--- config.mk ---
export PLATFORM = sky130hd
export DESIGN_NAME = fifo_dual_ported
export DESIGN_NICKNAME = d
export VERILOG_FILES = /design/src/rtl/fifo_dual_ported.sv
export SDC_FILE = /design/constraint.sdc
export NUM_CORES = 1
export LEC_CHECK = 0
export ABC_AREA = 1
export CORE_ASPECT_RATIO = 0.7
export CORE_MARGIN = 1
export CORE_UTILIZATION = 41
export CTS_CLUSTER_DIAMETER = 80
export DETAILED_ROUTE_END_ITERATION = 6
export PLACE_DENSITY_LB_ADDON = 0.05
export SKIP_LAST_GASP = 1
export SLEW_MARGIN = 20
export SYNTH_ARGS = -nofsm -noshare
export SYNTH_HDL_FRONTEND = slang
export SYNTH_SLANG_ARGS = --single-unit
--- constraint.sdc ---
create_clock -name clk -period 6.35 [get_ports clk]
set_input_delay 1.27 -clock clk [delete_from_list [all_inputs] [get_ports clk]]
set_output_delay 1.27 -clock clk [all_outputs]
set_load 0.03 [all_outputs]
--- src/rtl/fifo_dual_ported.sv ---
// Two-port-in, two-port-out FIFO with first-word fall-through on the two oldest entries.
// Port 1 is always the older of two same-cycle pushes; port 2 needs two free slots.
module fifo_dual_ported #(
    parameter int unsigned DW    = 16,
    parameter int unsigned DEPTH = 4
) (
    input  logic          clk,
    input  logic          rst,
    input  logic          valid_flush,
    input  logic          push_1,
    output logic          ready_1,
    input  logic [DW-1:0] push_data_1,
    input  logic          push_2,
    output logic          ready_2,
    input  logic [DW-1:0] push_data_2,
    output logic [DW-1:0] pop_data_1,
    output logic          valid_1,
    input  logic          pop_1,
    output logic [DW-1:0] pop_data_2,
    output logic          valid_2,
    input  logic          pop_2
);

    localparam int unsigned AW = $clog2(DEPTH);
    localparam int unsigned CW = AW + 1;
    localparam logic [CW-1:0] LIM_1 = CW'(DEPTH - 1);
    localparam logic [CW-1:0] LIM_2 = CW'(DEPTH - 2);
    localparam logic [CW-1:0] ONE   = CW'(1);
    localparam logic [CW-1:0] TWO   = CW'(2);

    logic [DW-1:0] mem_q [DEPTH];
    logic [DW-1:0] mem_d [DEPTH];
    logic [AW-1:0] head_q, head_d;
    logic [AW-1:0] tail_q, tail_d;
    logic [CW-1:0] count_q, count_d;

    logic          acc_1, acc_2;
    logic          pop_one, pop_two;
    logic [1:0]    n_push, n_pop;

    assign ready_1    = (count_q <= LIM_1);
    assign ready_2    = (count_q <= LIM_2);
    assign valid_1    = (count_q >= ONE);
    assign valid_2    = (count_q >= TWO);
    assign pop_data_1 = mem_q[head_q];
    assign pop_data_2 = mem_q[head_q + AW'(1)];

    always_comb begin
        acc_1   = push_1 & ready_1;
        acc_2   = push_2 & ready_2;
        pop_two = pop_1 & pop_2 & valid_2;
        pop_one = pop_1 & valid_1 & ~pop_two;
        n_push  = {1'b0, acc_1} + {1'b0, acc_2};
        n_pop   = {pop_two, pop_one};

        mem_d   = mem_q;
        head_d  = head_q;
        tail_d  = tail_q;
        count_d = count_q;

        // Flush drops the pointers only; stale storage stays hidden behind valid_x.
        if (valid_flush) begin
            head_d  = '0;
            tail_d  = '0;
            count_d = '0;
        end else begin
            if (acc_1) begin
                mem_d[tail_q] = push_data_1;
            end
            if (acc_2) begin
                mem_d[acc_1 ? tail_q + AW'(1) : tail_q] = push_data_2;
            end
            head_d  = head_q + AW'(n_pop);
            tail_d  = tail_q + AW'(n_push);
            count_d = count_q + CW'(n_push) - CW'(n_pop);
        end
    end

    always_ff @(posedge clk) begin
        if (rst) begin
            mem_q   <= '{default: '0};
            head_q  <= '0;
            tail_q  <= '0;
            count_q <= '0;
        end else begin
            mem_q   <= mem_d;
            head_q  <= head_d;
            tail_q  <= tail_d;
            count_q <= count_d;
        end
    end

endmodule

Word-level counts from Yosys, hierarchy flattened:

Cells that the tools add are included.

* $lt $le $gt $ge: 10
* reductions and logical operators: 3
* bitwise operators: 11
* multiplexer cells: 16
* add/sub/neg operators: 7

Operators with widths (number)
* $mux 64: 3
* $bwmux 64: 2
* $mux 16: 6
* $bmux 16 s2: 2
* $demux 16 s2: 2
* $ge 3x3->1 const B: 4
* $not 2->3: 4
* $and 1x1->1: 6
* $le 3x2->1 const B: 2
* $lt 3x1->1 const B: 2
* $add 2x1->2 const B: 2
* $add 2x2->2: 2
* $add 3x2->3: 1
* $ge 3x1->1 const B: 1
* $ge 3x2->1 const B: 1
* $sub 3x2->3: 1
* $add 1x1->2: 1
* $logic_and 1x1->1: 2
* $mux 2: 1
* $reduce_or 2->1: 1
* $not 1->1: 1

* output and inout port bits: 36
* register bits: 71
* input port bits: 39

Depth between registers and ports, before layout:

Gate-level depths: netlist (run 1).

* depth in word-level cells: 10
* gate-level depth with buffers: 12
* depth with buffers taken out: 11

Least setup slack after synthesis (run 1):

OpenSTA, ideal clock, no wires.

* path kind: input port to flip-flop
* from: input port push_2
* to: register count_q[2]
* data required time: 6220 ps
* arrival time: 3234 ps
* setup slack: 2985 ps
* cell stages on the path: 10
* path buffers: 1
* cell sequence: nand3_1 -> inv_2 -> buf_2 -> ha_1 -> inv_1 -> fa_1 -> fa_1 -> xor2_1 -> o21ai_0 -> a21oi_1

* cells in the longest elaborated chain, start to end: 4

RTL lines
* start: declaration: line 13 `input logic push_2,`
* $and 1x1->1: line 50 `acc_2 = push_2 & ready_2;`
* $add 1x1->2: line 53 `n_push = {1'b0, acc_1} + {1'b0, acc_2};`
* $add 3x2->3: line 75 `count_d = count_q + CW'(n_push) - CW'(n_pop);`
* $sub 3x2->3: line 75
* end signal: assignment: line 89 `count_q <= count_d;`
* end: declaration: line 35 `logic [CW-1:0] count_q, count_d;`

Every way passes these cells.
A chain may end at the register's enable or synchronous reset.

Worst setup path after layout (run 1):

* from: register head_q[0]
* to: output port pop_data_2[5]

* cells in the longest elaborated chain, start to end: 5

RTL lines
* start: declaration: line 33 `logic [AW-1:0] head_q, head_d;`
* start signal: assignment: line 82 `head_q <= '0;`
* start signal: assignment: line 87 `head_q <= head_d;`
* $add 2x1->2: line 46 `assign pop_data_2 = mem_q[head_q + AW'(1)];`
* $not 2->3 (implied by the code): line 46
* $bmux 16 s2: line 46
* $mux 16 (implied by the code) (2 in a row): line 46
* end: declaration: line 19 `output logic [DW-1:0] pop_data_2,`

Every way passes these cells. The select of a mux whose other input is x is not followed.

==> key figures, run 1 <==
Worst setup path
  • WP buf/inv: 2
  • CP arrival: 3.12 ns
  • Slowest CP cell: dfxtp_1
  • Crit-path max cell delay: 0.84 ns
  • Critical path's top delay family: buffers and inverters
  • CP max FO: 68
  • Crit path cell chain: inv_2 -> a21oi_1 -> a21oi_1 -> o21ai_0 -> clkdlybuf4s50_1
  • Crit path kind: reg -> out
  • Data required, critical path: 5.08 ns
  • Minimum setup slack among reg-to-reg paths: 3.48 ns
  • Most Frequent Cell on Critical Path: a21oi_1
  • CP endpoint kind: output pin
  • CP Launch Type: flop
  • RR Startpoint: count_q[2]$_SDFF_PP0_
  • R2r worst-path depth: 11
  • Reg-to-Reg End: count_q[2]$_SDFF_PP0_

Place
  • Post-DP HPWL: 12,290 µm
  • Gp weighted congestion: 0.8425
  • Number of buffers added on ports: 74
  • Post-Place Cell Area: 6203 µm²

Timing
  • Final min period: 4.389 ns
  • Worst slew margin: 21.97%
  • Final Hold Vio Count: 0
  • RSZ-0062 raised after global routing: no
  • Slew Viols, Final: 0
  • Slew @ Worst Pin: 1.169 ns
  • Final TNS setup: 0 ns
  • Max Clock Skew: 0.004050 ns
  • Fmax: 227.8 MHz
  • Fin crit share: 69.12%
  • Final setup viols: 0

Clock tree
  • Post-CTS sizing: 0
  • Sink Count: 71
  • CTS tree: built
  • Root buf cell: clkbuf_16
  • Total CTS buffers: 9
  • Hold_buf cts: 0
  • Worst-Skew Late Latency: 0.34 ns
  • Htree depth: 3
  • Clk slew on worst S/H paths: 0.06 ns
  • Clock Tree Buf Depth: 2
  • Setup Fix Bufs, Post-CTS: 0

Yosys
  • Area share of the largest cell type after synthesis: 27.49%
  • Synth Net Count: 1,035
  • Most common cell in the netlist: nand2_1
  • Synth async-reset ratio: 0%
  • Top FF cell, synth: dfxtp_1
  • Top cells by area, synth: nand2_1 27%, dfxtp_1 26%, nand3_1 11%, inv_1 7.5%, o21ai_0 5.5%
  • Ys Warns: 0
  • Largest area contributor in the netlist: nand2_1
  • Post-Synthesis Cell Area: 5475 µm²
  • Syn Area/Cell: 5.547 µm²
  • Post-synthesis sequential area ratio: 25.96%
  • Mapped Cells: 987
  • FF+latch count, synth: 71
  • Synth top cells by count: 401 x nand2_1, 118 x nand3_1, 110 x inv_1
  • Post-synth EDFFs: 0
  • Yosys cell types: 25

Hold path
  • Type of the worst min-delay path: reg -> reg
  • Hold_sp: mem_q[17]$_SDFFE_PP0N_
  • Endpoint, Worst Hold: mem_q[17]$_SDFFE_PP0N_
  • Worst hold stages: 2

Global routing
  • Congestion Overflow GR: 0
  • Pin count of the biggest net entering global routing: 69
  • Initial antenna violation count: 0
  • Total track usage: 30.49%
  • First-pass GRT wire length: 32,460 µm
  • Number of global-route vias before repair: 5,692

Power and ir drop
  • Clock power frac: 22.9%
  • P_sw: 1.104 mW
  • Int Pwr: 1.210 mW
  • P_leak: 3.224 nW
  • Worst IR Drop VDD: 0.3537 mV
  • Comb power frac: 51.4%
  • Sequential share of power: 25.7%
  • Power per Cell Area: 355.9 nW/µm²
  • Design Power: 2.314 mW
  • Sw Ratio: 47.71%

Routing
  • DR pass1 iterations: 5
  • Vias per cell: 5.354
  • Via count: 6,339
  • Detailed Route Iter0 Violations: 689
  • Detailed-route DRC error count: 0
  • Antenna violation net count after detailed routing: 0
  • Drt wl/cell: 17.14 µm
  • Wirelength, routed: 20,290 µm

Floorplan
  • Die ar.: 13,830 µm²
  • Initial Utilization: 43.05%
  • Core ar.: 12,720 µm²
  • Row cnt: 34
  • Die Y: 98.69 µm
  • I/O pins: 75
  • Die Width: 140.1 µm

Layout
  • Post-layout nets: 1,066
  • Filler cell count: 1,419
  • Area grow syn2layout: 18.74%
  • Layout cells sized above 1: 3.914%
  • N_diodes: 0
  • Fin area: 6501 µm²

Job
  • Max-Cap Viols: 0

Status
  • Status: finished, final reports clean
==> registers in the layout, summed over array words and instances, names as in the netlist <==
| name | cells |
|---|---|
| count_q | 3 |
| head_q | 2 |
| mem_q | 64 |
| tail_q | 2 |
==> cell usage in the layout, fill, tap and decap left out <==
cell,Yosys,final
nand2_1,401,401
nand3_1,118,118
inv_1,110,109
clkdlybuf4s50_1,0,74
dfxtp_1,71,71
o21ai_0,60,60
nor2_1,61,59
a21oi_1,38,38
nand4_1,32,32
clkbuf_16,0,9
o22ai_1,7,7
ha_1,7,7
buf_4,2,6
nor2_2,6,5
inv_2,2,3
nand2_4,3,3
nor2_4,0,3
clkinv_2,0,3
xnor2_1,2,2
nand3_2,2,2
nand3_4,2,2
fa_1,2,2
clkbuf_8,0,2
a21boi_0,1,1
nand2_2,1,1
xor2_1,1,1
bufinv_16,0,1
==> how the worst max path moves through the flow <==
stage / cells past startpoint / endpoint / from
2_1_floorplan: 10 / count_q[2]$_SDFF_PP0_ / push_2
3_3_place_gp: 11 / count_q[2]$_SDFF_PP0_ / push_2
3_5_place_dp: 11 / count_q[2]$_SDFF_PP0_ / push_2
4_1_cts: 5 / pop_data_2[5] / head_q[0]$_SDFF_PP0_
5_1_grt: 5 / pop_data_2[5] / head_q[0]$_SDFF_PP0_
6_report: 5 / pop_data_2[5] / head_q[0]$_SDFF_PP0_
==> power by group through the flow <==
stage / Sequential [mW] / Combinational, mW / Clock, mW
floorplan: 0.570 / 0.814 / 0
global placement: 0.602 / 1.18 / 0
detailed placement: 0.601 / 1.17 / 0
CTS: 0.592 / 1.18 / 0.534
global route: 0.605 / 1.30 / 0.552
finish: 0.595 / 1.19 / 0.529
==> final cells by class <==
class,count,area [µm²],area share (%)
tap,162,202.7,3.118
clock buffer,11,252.7,3.888
clock inverter,4,45.04,0.6928
multi-input combinational,744,3373,51.89
inverter,112,420.4,6.467
timing repair buffer,80,785.8,12.09
sequential,71,1421,21.86
==> per-layer routing <==
| metal | up-vias | track usage (%) | wire length [µm] |
|---|---|---|---|
| li1 | 3173 | - | - |
| met1 | 2846 | 45.29 | 9954 |
| met2 | 291 | 45.35 | 8443 |
| met3 | 29 | 5.199 | 1616 |
| met4 | 0 | 7.185 | 280 |
| met5 | - | 0 | 0 |
==> kinds of logic (layout without fill, tap and decap cells) <==
group | after synthesis | count (layout) | synth area share (%)
flops | 71 | 71 | 25.96
fa+ha+maj | 9 | 9 | 2.331
xor+xnor | 3 | 3 | 0.4800
simple gates | 626 | 626 | 48.54
buf+inv | 172 | 207 | 12.80
compound gates | 106 | 106 | 9.895
==> worst reg2reg max path, stage by stage, from the launching register on <==
cell,delay (ns)
dfxtp_1,0.34
inv_2,0.15
nand3_1,0.17
inv_2,0.07
buf_4,0.42
ha_1,0.24
inv_1,0.07
fa_1,0.49
fa_1,0.44
xor2_1,0.18
o21ai_0,0.09
a21oi_1,0.14
==> per-stage QoR <==
| stage | instances | utilization [%] | setup slack, ns | hold slack (ns) |
|---|---|---|---|---|
| 5_1_grt | 1184 | 51.11 | 1.807 | 0.4878 |
| 3_5_place_dp | 1169 | 48.77 | 2.290 | 0.4633 |
| 4_1_cts | 1184 | 51.11 | 2.009 | 0.4712 |
| 3_3_place_gp | 1169 | 48.77 | 2.288 | 0.4610 |
| 6_report | 1184 | 51.11 | 1.961 | 0.4749 |
| 2_1_floorplan | 987 | - | 2.985 | 0.4446 |
Power figures use the tool's default switching activity.
==> run 2: changes to the inputs <==
==> constraint.sdc (replaced) <==
create_clock -name clk -period 4.3 [get_ports clk]
set_input_delay 0.86 -clock clk [delete_from_list [all_inputs] [get_ports clk]]
set_output_delay 0.86 -clock clk [all_outputs]
set_load 0.03 [all_outputs]
==> run 2 against run 1 <==
Compared with the run above:
- critical path depth did not move
- global-route usage rose by 0.071 points
- die area did not move
- utilization rose by 0.17 points
- clock power rose by 38%
- register-to-register slack got worse by 1.6 ns
- critical path type unchanged
==> key figures, run 2 (synthesis results as in run 1) <==
Worst setup path
  • RR Startpoint: tail_q[0]$_SDFF_PP0_
  • Critical path launch point: head_q[0]$_SDFF_PP0_
  • Crit path cell chain: buf_4 -> nand2_1 -> nor2_1 -> o21ai_0 -> clkdlybuf4s50_1
  • WP buf/inv: 2
  • CP Launch Type: flop
  • CP arrival: 2.68 ns
  • Critical Path End: pop_data_2[13]
  • CP max FO: 39
  • Minimum setup slack among reg-to-reg paths: 1.86 ns
  • Reg-to-Reg End: mem_q[17]$_SDFFE_PP0N_
  • Data required, critical path: 3.44 ns
  • Crit-path max cell delay: 0.64 ns
  • CP endpoint kind: output pin
  • R2r worst-path depth: 8
  • Stages on the worst setup path: 5
  • Critical path's top delay family: buffers and inverters
  • Slowest CP cell: clkdlybuf4s50_1
  • Crit path kind: reg -> out

Layout
  • Commonest non-fill, non-tap cell in the layout: nand2_1
  • Top Registers: mem_q (64), count_q (3)
  • N_diodes: 0
  • Post-layout nets: 1,073
  • Filler cell count: 1,361
  • Area grow syn2layout: 19.13%
  • Layout cells sized above 1: 4.382%
  • Most flop-heavy register: mem_q
  • Most frequent cells in the layout: 401 x nand2_1, 118 x nand3_1, 109 x inv_1
  • Max FFs per register: 64

Place
  • Gp weighted congestion: 0.7959
  • Number of buffers added on ports: 74
  • DP Worst Slack: 0.8903 ns
  • Post-DP HPWL: 12,460 µm

Clock tree
  • Sink Count: 71
  • Post-CTS sizing: 0
  • Root buf cell: clkbuf_16
  • Hold_buf cts: 0
  • Clk slew on worst S/H paths: 0.06 ns
  • Clock Tree Buf Depth: 2
  • CTS tree: built
  • Setup Fix Bufs, Post-CTS: 0
  • Worst-Skew Late Latency: 0.34 ns
  • Htree depth: 3
  • Total CTS buffers: 9

Timing
  • Fin crit share: 82.22%
  • RSZ-0062 raised after global routing: no
  • Final TNS setup: 0 ns
  • Slew Viols, Final: 0
  • Final setup viols: 0
  • Max Clock Skew: 0.005415 ns
  • Final Hold Vio Count: 0
  • Slew @ Worst Pin: 1.027 ns
  • Worst slew margin: 31.47%
  • Fmax: 282.9 MHz
  • Final min period: 3.535 ns
  • Post-route worst setup slack: 0.7646 ns

Floorplan
  • Die Y: 98.69 µm
  • I/O pins: 75
  • Initial Utilization: 43.05%
  • Die ar.: 13,830 µm²
  • Core ar.: 12,720 µm²
  • Row cnt: 34
  • Die Width: 140.1 µm

Routing
  • Via count: 6,252
  • Drt wl/cell: 17.19 µm
  • Detailed-route DRC error count: 0
  • Detailed Route Iter0 Violations: 495
  • Antenna violation net count after detailed routing: 0
  • Wirelength, routed: 20,440 µm
  • Vias per cell: 5.258
  • DR pass1 iterations: 5

Global routing
  • Number of global-route vias before repair: 5,606
  • Total track usage: 30.56%
  • Congestion Overflow GR: 0
  • First-pass GRT wire length: 32,270 µm
  • Initial antenna violation count: 0
  • Pin count of the biggest net entering global routing: 62

Job
  • Max-Cap Viols: 0

Hold path
  • Type of the worst min-delay path: reg -> reg

Power and ir drop
  • Power per Cell Area: 518.6 nW/µm²
  • Worst IR Drop VDD: 0.5990 mV
  • P_leak: 3.242 nW

Status
  • Status: finished, final reports clean
==> run 2: cell type report <==
| class | count | area (µm²) | share of cell area [%] |
|---|---|---|---|
| multi-input combinational | 744 | 3368 | 51.64 |
| timing repair buffer | 87 | 838.3 | 12.85 |
| clock buffer | 12 | 266.5 | 4.086 |
| tap | 162 | 202.7 | 3.108 |
| clock inverter | 1 | 5.005 | 0.07673 |
| inverter | 112 | 420.4 | 6.445 |
| sequential | 71 | 1421 | 21.79 |
==> run 2: routing by layer <==
metal / vias up / global-route usage (%) / wire length, µm
met3: 17 / 5.296 / 1651
met2: 268 / 45.35 / 8707
met5: - / 0 / 0
met1: 2782 / 45.60 / 9870
li1: 3185 / - / -
met4: 0 / 6.678 / 212
==> run 2: power breakdown <==
group | internal, mW | switching [mW]
clock | 0.428 | 0.301
sequential | 0.758 | 0.103
combinational | 0.570 | 1.22
total | 1.76 | 1.63
==> run 2: worst min path at each step <==
stage,from,endpoint,cells after the start
2_1_floorplan,mem_q[16]$_SDFFE_PP0N_,mem_q[16]$_SDFFE_PP0N_,2
3_3_place_gp,mem_q[30]$_SDFFE_PP0N_,mem_q[30]$_SDFFE_PP0N_,2
3_5_place_dp,mem_q[30]$_SDFFE_PP0N_,mem_q[30]$_SDFFE_PP0N_,2
4_1_cts,mem_q[30]$_SDFFE_PP0N_,mem_q[30]$_SDFFE_PP0N_,2
5_1_grt,mem_q[31]$_SDFFE_PP0N_,mem_q[31]$_SDFFE_PP0N_,2
6_report,mem_q[30]$_SDFFE_PP0N_,mem_q[30]$_SDFFE_PP0N_,2
==> run 2: tightest hold or removal path, cell delays in order (launching register included) <==
cell and delay [ns]:
dfxtp_1 0.32, nand2_1 0.06, nand2_1 0.05
==> run 2: through the flow <==
step | hold slack [ns] | std cells | total power, mW | area, µm² | utilization [%]
after global routing | 0.4958 | 1189 | 3.589 | 6523 | 51.28
after floorplan | 0.4446 | 987 | 2.044 | 5475 | -
after global placement | 0.4637 | 1176 | 2.635 | 6251 | 49.14
after CTS | 0.4712 | 1189 | 3.370 | 6523 | 51.28
after detailed placement | 0.4604 | 1176 | 2.643 | 6251 | 49.14
final | 0.4772 | 1189 | 3.382 | 6523 | 51.28
==> run 3: changes to the inputs <==
==> constraint.sdc (replaced) <==
create_clock -name clk -period 3.3 [get_ports clk]
set_input_delay 0.66 -clock clk [delete_from_list [all_inputs] [get_ports clk]]
set_output_delay 0.66 -clock clk [all_outputs]
set_load 0.03 [all_outputs]
==> run 3 against run 2 <==
Compared with the run above:
- sequential power grew 30%
- cell count rose by 1.3%
- clock skew increased by 0.0015 ns
- power increased by 39%
- flip-flop and latch count did not move
==> key figures, run 3 (synthesis results as in run 1) <==
Timing
  • Fin crit share: 91.52%
  • Final setup viols: 0
  • Final Hold Vio Count: 0
  • Fmax: 331.1 MHz
  • Slew Viols, Final: 0
  • Worst slew margin: 41.73%
  • Slew @ Worst Pin: 0.8720 ns
  • Max Clock Skew: 0.006872 ns
  • RSZ-0062 raised after global routing: no
  • Final TNS setup: 0 ns
  • Final min period: 3.020 ns

Power and ir drop
  • Comb power frac: 50.4%
  • Power per Cell Area: 699.0 nW/µm²
  • Sequential share of power: 23.8%
  • Sw Ratio: 45.27%
  • P_sw: 2.133 mW
  • P_leak: 3.394 nW
  • Int Pwr: 2.579 mW
  • Design Power: 4.711 mW
  • Clock power frac: 25.8%
  • Worst IR Drop VDD: 0.5612 mV

Clock tree
  • Worst-Skew Late Latency: 0.34 ns
  • Htree depth: 3
  • Post-CTS sizing: 0
  • CTS tree: built
  • Hold_buf cts: 0
  • Setup Fix Bufs, Post-CTS: 0
  • Clk slew on worst S/H paths: 0.06 ns
  • Total CTS buffers: 9
  • Clock Tree Buf Depth: 2
  • Root buf cell: clkbuf_16
  • Sink Count: 71

Worst setup path
  • Data required, critical path: 2.64 ns
  • CP Launch Type: flop
  • RR Startpoint: count_q[2]$_SDFF_PP0_
  • Critical path launch point: head_q[1]$_SDFF_PP0_
  • Crit path kind: reg -> out
  • CP endpoint kind: output pin
  • Minimum setup slack among reg-to-reg paths: 0.96 ns
  • R2r worst-path depth: 10
  • Reg-to-Reg End: count_q[2]$_SDFF_PP0_
  • Critical Path End: pop_data_1[13]
  • CP max FO: 12
  • CP arrival: 2.36 ns

Layout
  • Area grow syn2layout: 23.10%
  • Post-layout nets: 1,086
  • Most flop-heavy register: mem_q
  • Top Registers: mem_q (64), count_q (3)
  • Fin area: 6740 µm²
  • N_diodes: 0
  • Finished Layout Cells: 1,205
  • Most frequent cells in the layout: 401 x nand2_1, 118 x nand3_1, 109 x inv_1
  • Util after Layout: 52.99%
  • Max FFs per register: 64
  • Commonest non-fill, non-tap cell in the layout: nand2_1
  • Filler cell count: 1,358
  • Layout cells sized above 1: 7.478%

Place
  • Number of buffers added on ports: 74
  • Post-Place Cell Area: 6379 µm²
  • Gp weighted congestion: 0.8284
  • Post-DP HPWL: 12,810 µm
  • Placed cells: 1,189

Floorplan
  • Row cnt: 34
  • Die Width: 140.1 µm
  • Die Y: 98.69 µm
  • Core ar.: 12,720 µm²
  • I/O pins: 75
  • Die ar.: 13,830 µm²
  • Initial Utilization: 43.05%

Routing
  • Vias per cell: 5.239
  • DR pass1 iterations: 5
  • Antenna violation net count after detailed routing: 0
  • Drt wl/cell: 16.54 µm
  • Detailed Route Iter0 Violations: 511
  • Wirelength, routed: 19,930 µm
  • Via count: 6,313
  • Detailed-route DRC error count: 0

Hold path
  • Type of the worst min-delay path: reg -> reg

Global routing
  • Pin count of the biggest net entering global routing: 65
  • Initial antenna violation count: 0
  • Total track usage: 29.73%
  • Congestion Overflow GR: 0
  • Number of global-route vias before repair: 5,731
  • First-pass GRT wire length: 31,860 µm

Job
  • Max-Cap Viols: 0

Status
  • Status: finished, final reports clean
==> run 3: how the worst min path moves through the flow <==
stage,start,end,slack [ns],cells past startpoint
after floorplan,mem_q[16]$_SDFFE_PP0N_,mem_q[16]$_SDFFE_PP0N_,0.44,2
after global placement,mem_q[19]$_SDFFE_PP0N_,mem_q[19]$_SDFFE_PP0N_,0.46,2
after detailed placement,mem_q[16]$_SDFFE_PP0N_,mem_q[16]$_SDFFE_PP0N_,0.46,2
after CTS,mem_q[16]$_SDFFE_PP0N_,mem_q[16]$_SDFFE_PP0N_,0.47,2
after global routing,mem_q[18]$_SDFFE_PP0N_,mem_q[18]$_SDFFE_PP0N_,0.49,2
final,mem_q[16]$_SDFFE_PP0N_,mem_q[16]$_SDFFE_PP0N_,0.47,2
==> run 3: final cells by class <==
type | count | area (µm²) | share of cell area, %
multi-input combinational | 744 | 3368 | 49.97
sequential | 71 | 1421 | 21.09
timing repair buffer | 100 | 965.9 | 14.33
inverter | 112 | 420.4 | 6.237
clock buffer | 10 | 229.0 | 3.397
tap | 162 | 202.7 | 3.007
clock inverter | 6 | 132.6 | 1.968
==> run 3: stage by stage <==
step,worst slack (ns),hold slack [ns]
2_1_floorplan,0.5454,0.4446
3_3_place_gp,0.3951,0.4611
3_5_place_dp,0.3639,0.4595
4_1_cts,0.2908,0.4685
5_1_grt,0.2092,0.4935
6_report,0.2799,0.4708
==> run 3: critical path, cell delays in order (launching register included) <==
cell and delay [ns]:
dfxtp_1 0.32, inv_1 0.41, buf_4 0.25, o21ai_0 0.08
o22ai_1 0.20, clkdlybuf4s50_1 0.75
==> run 3: metal layers <==
| metal | wire length (µm) | part of all wire [%] | track usage [%] | vias to the layer above |
|---|---|---|---|---|
| met3 | 1691 | 8.5 | 4.665 | 17 |
| met4 | 178 | 0.89 | 4.903 | 0 |
| met1 | 9848 | 49 | 44.85 | 2816 |
| li1 | - | - | - | 3214 |
| met5 | 0 | 0 | 0 | - |
| met2 | 8208 | 41 | 44.65 | 266 |
==> run 3: power by group through the flow <==
stage	logic, mW	registers, mW	clock network (mW)
2_1_floorplan	1.57	1.10	0
3_3_place_gp	2.34	1.14	0
3_5_place_dp	2.35	1.14	0
4_1_cts	2.36	1.12	1.23
5_1_grt	2.59	1.14	1.26
6_report	2.37	1.12	1.21
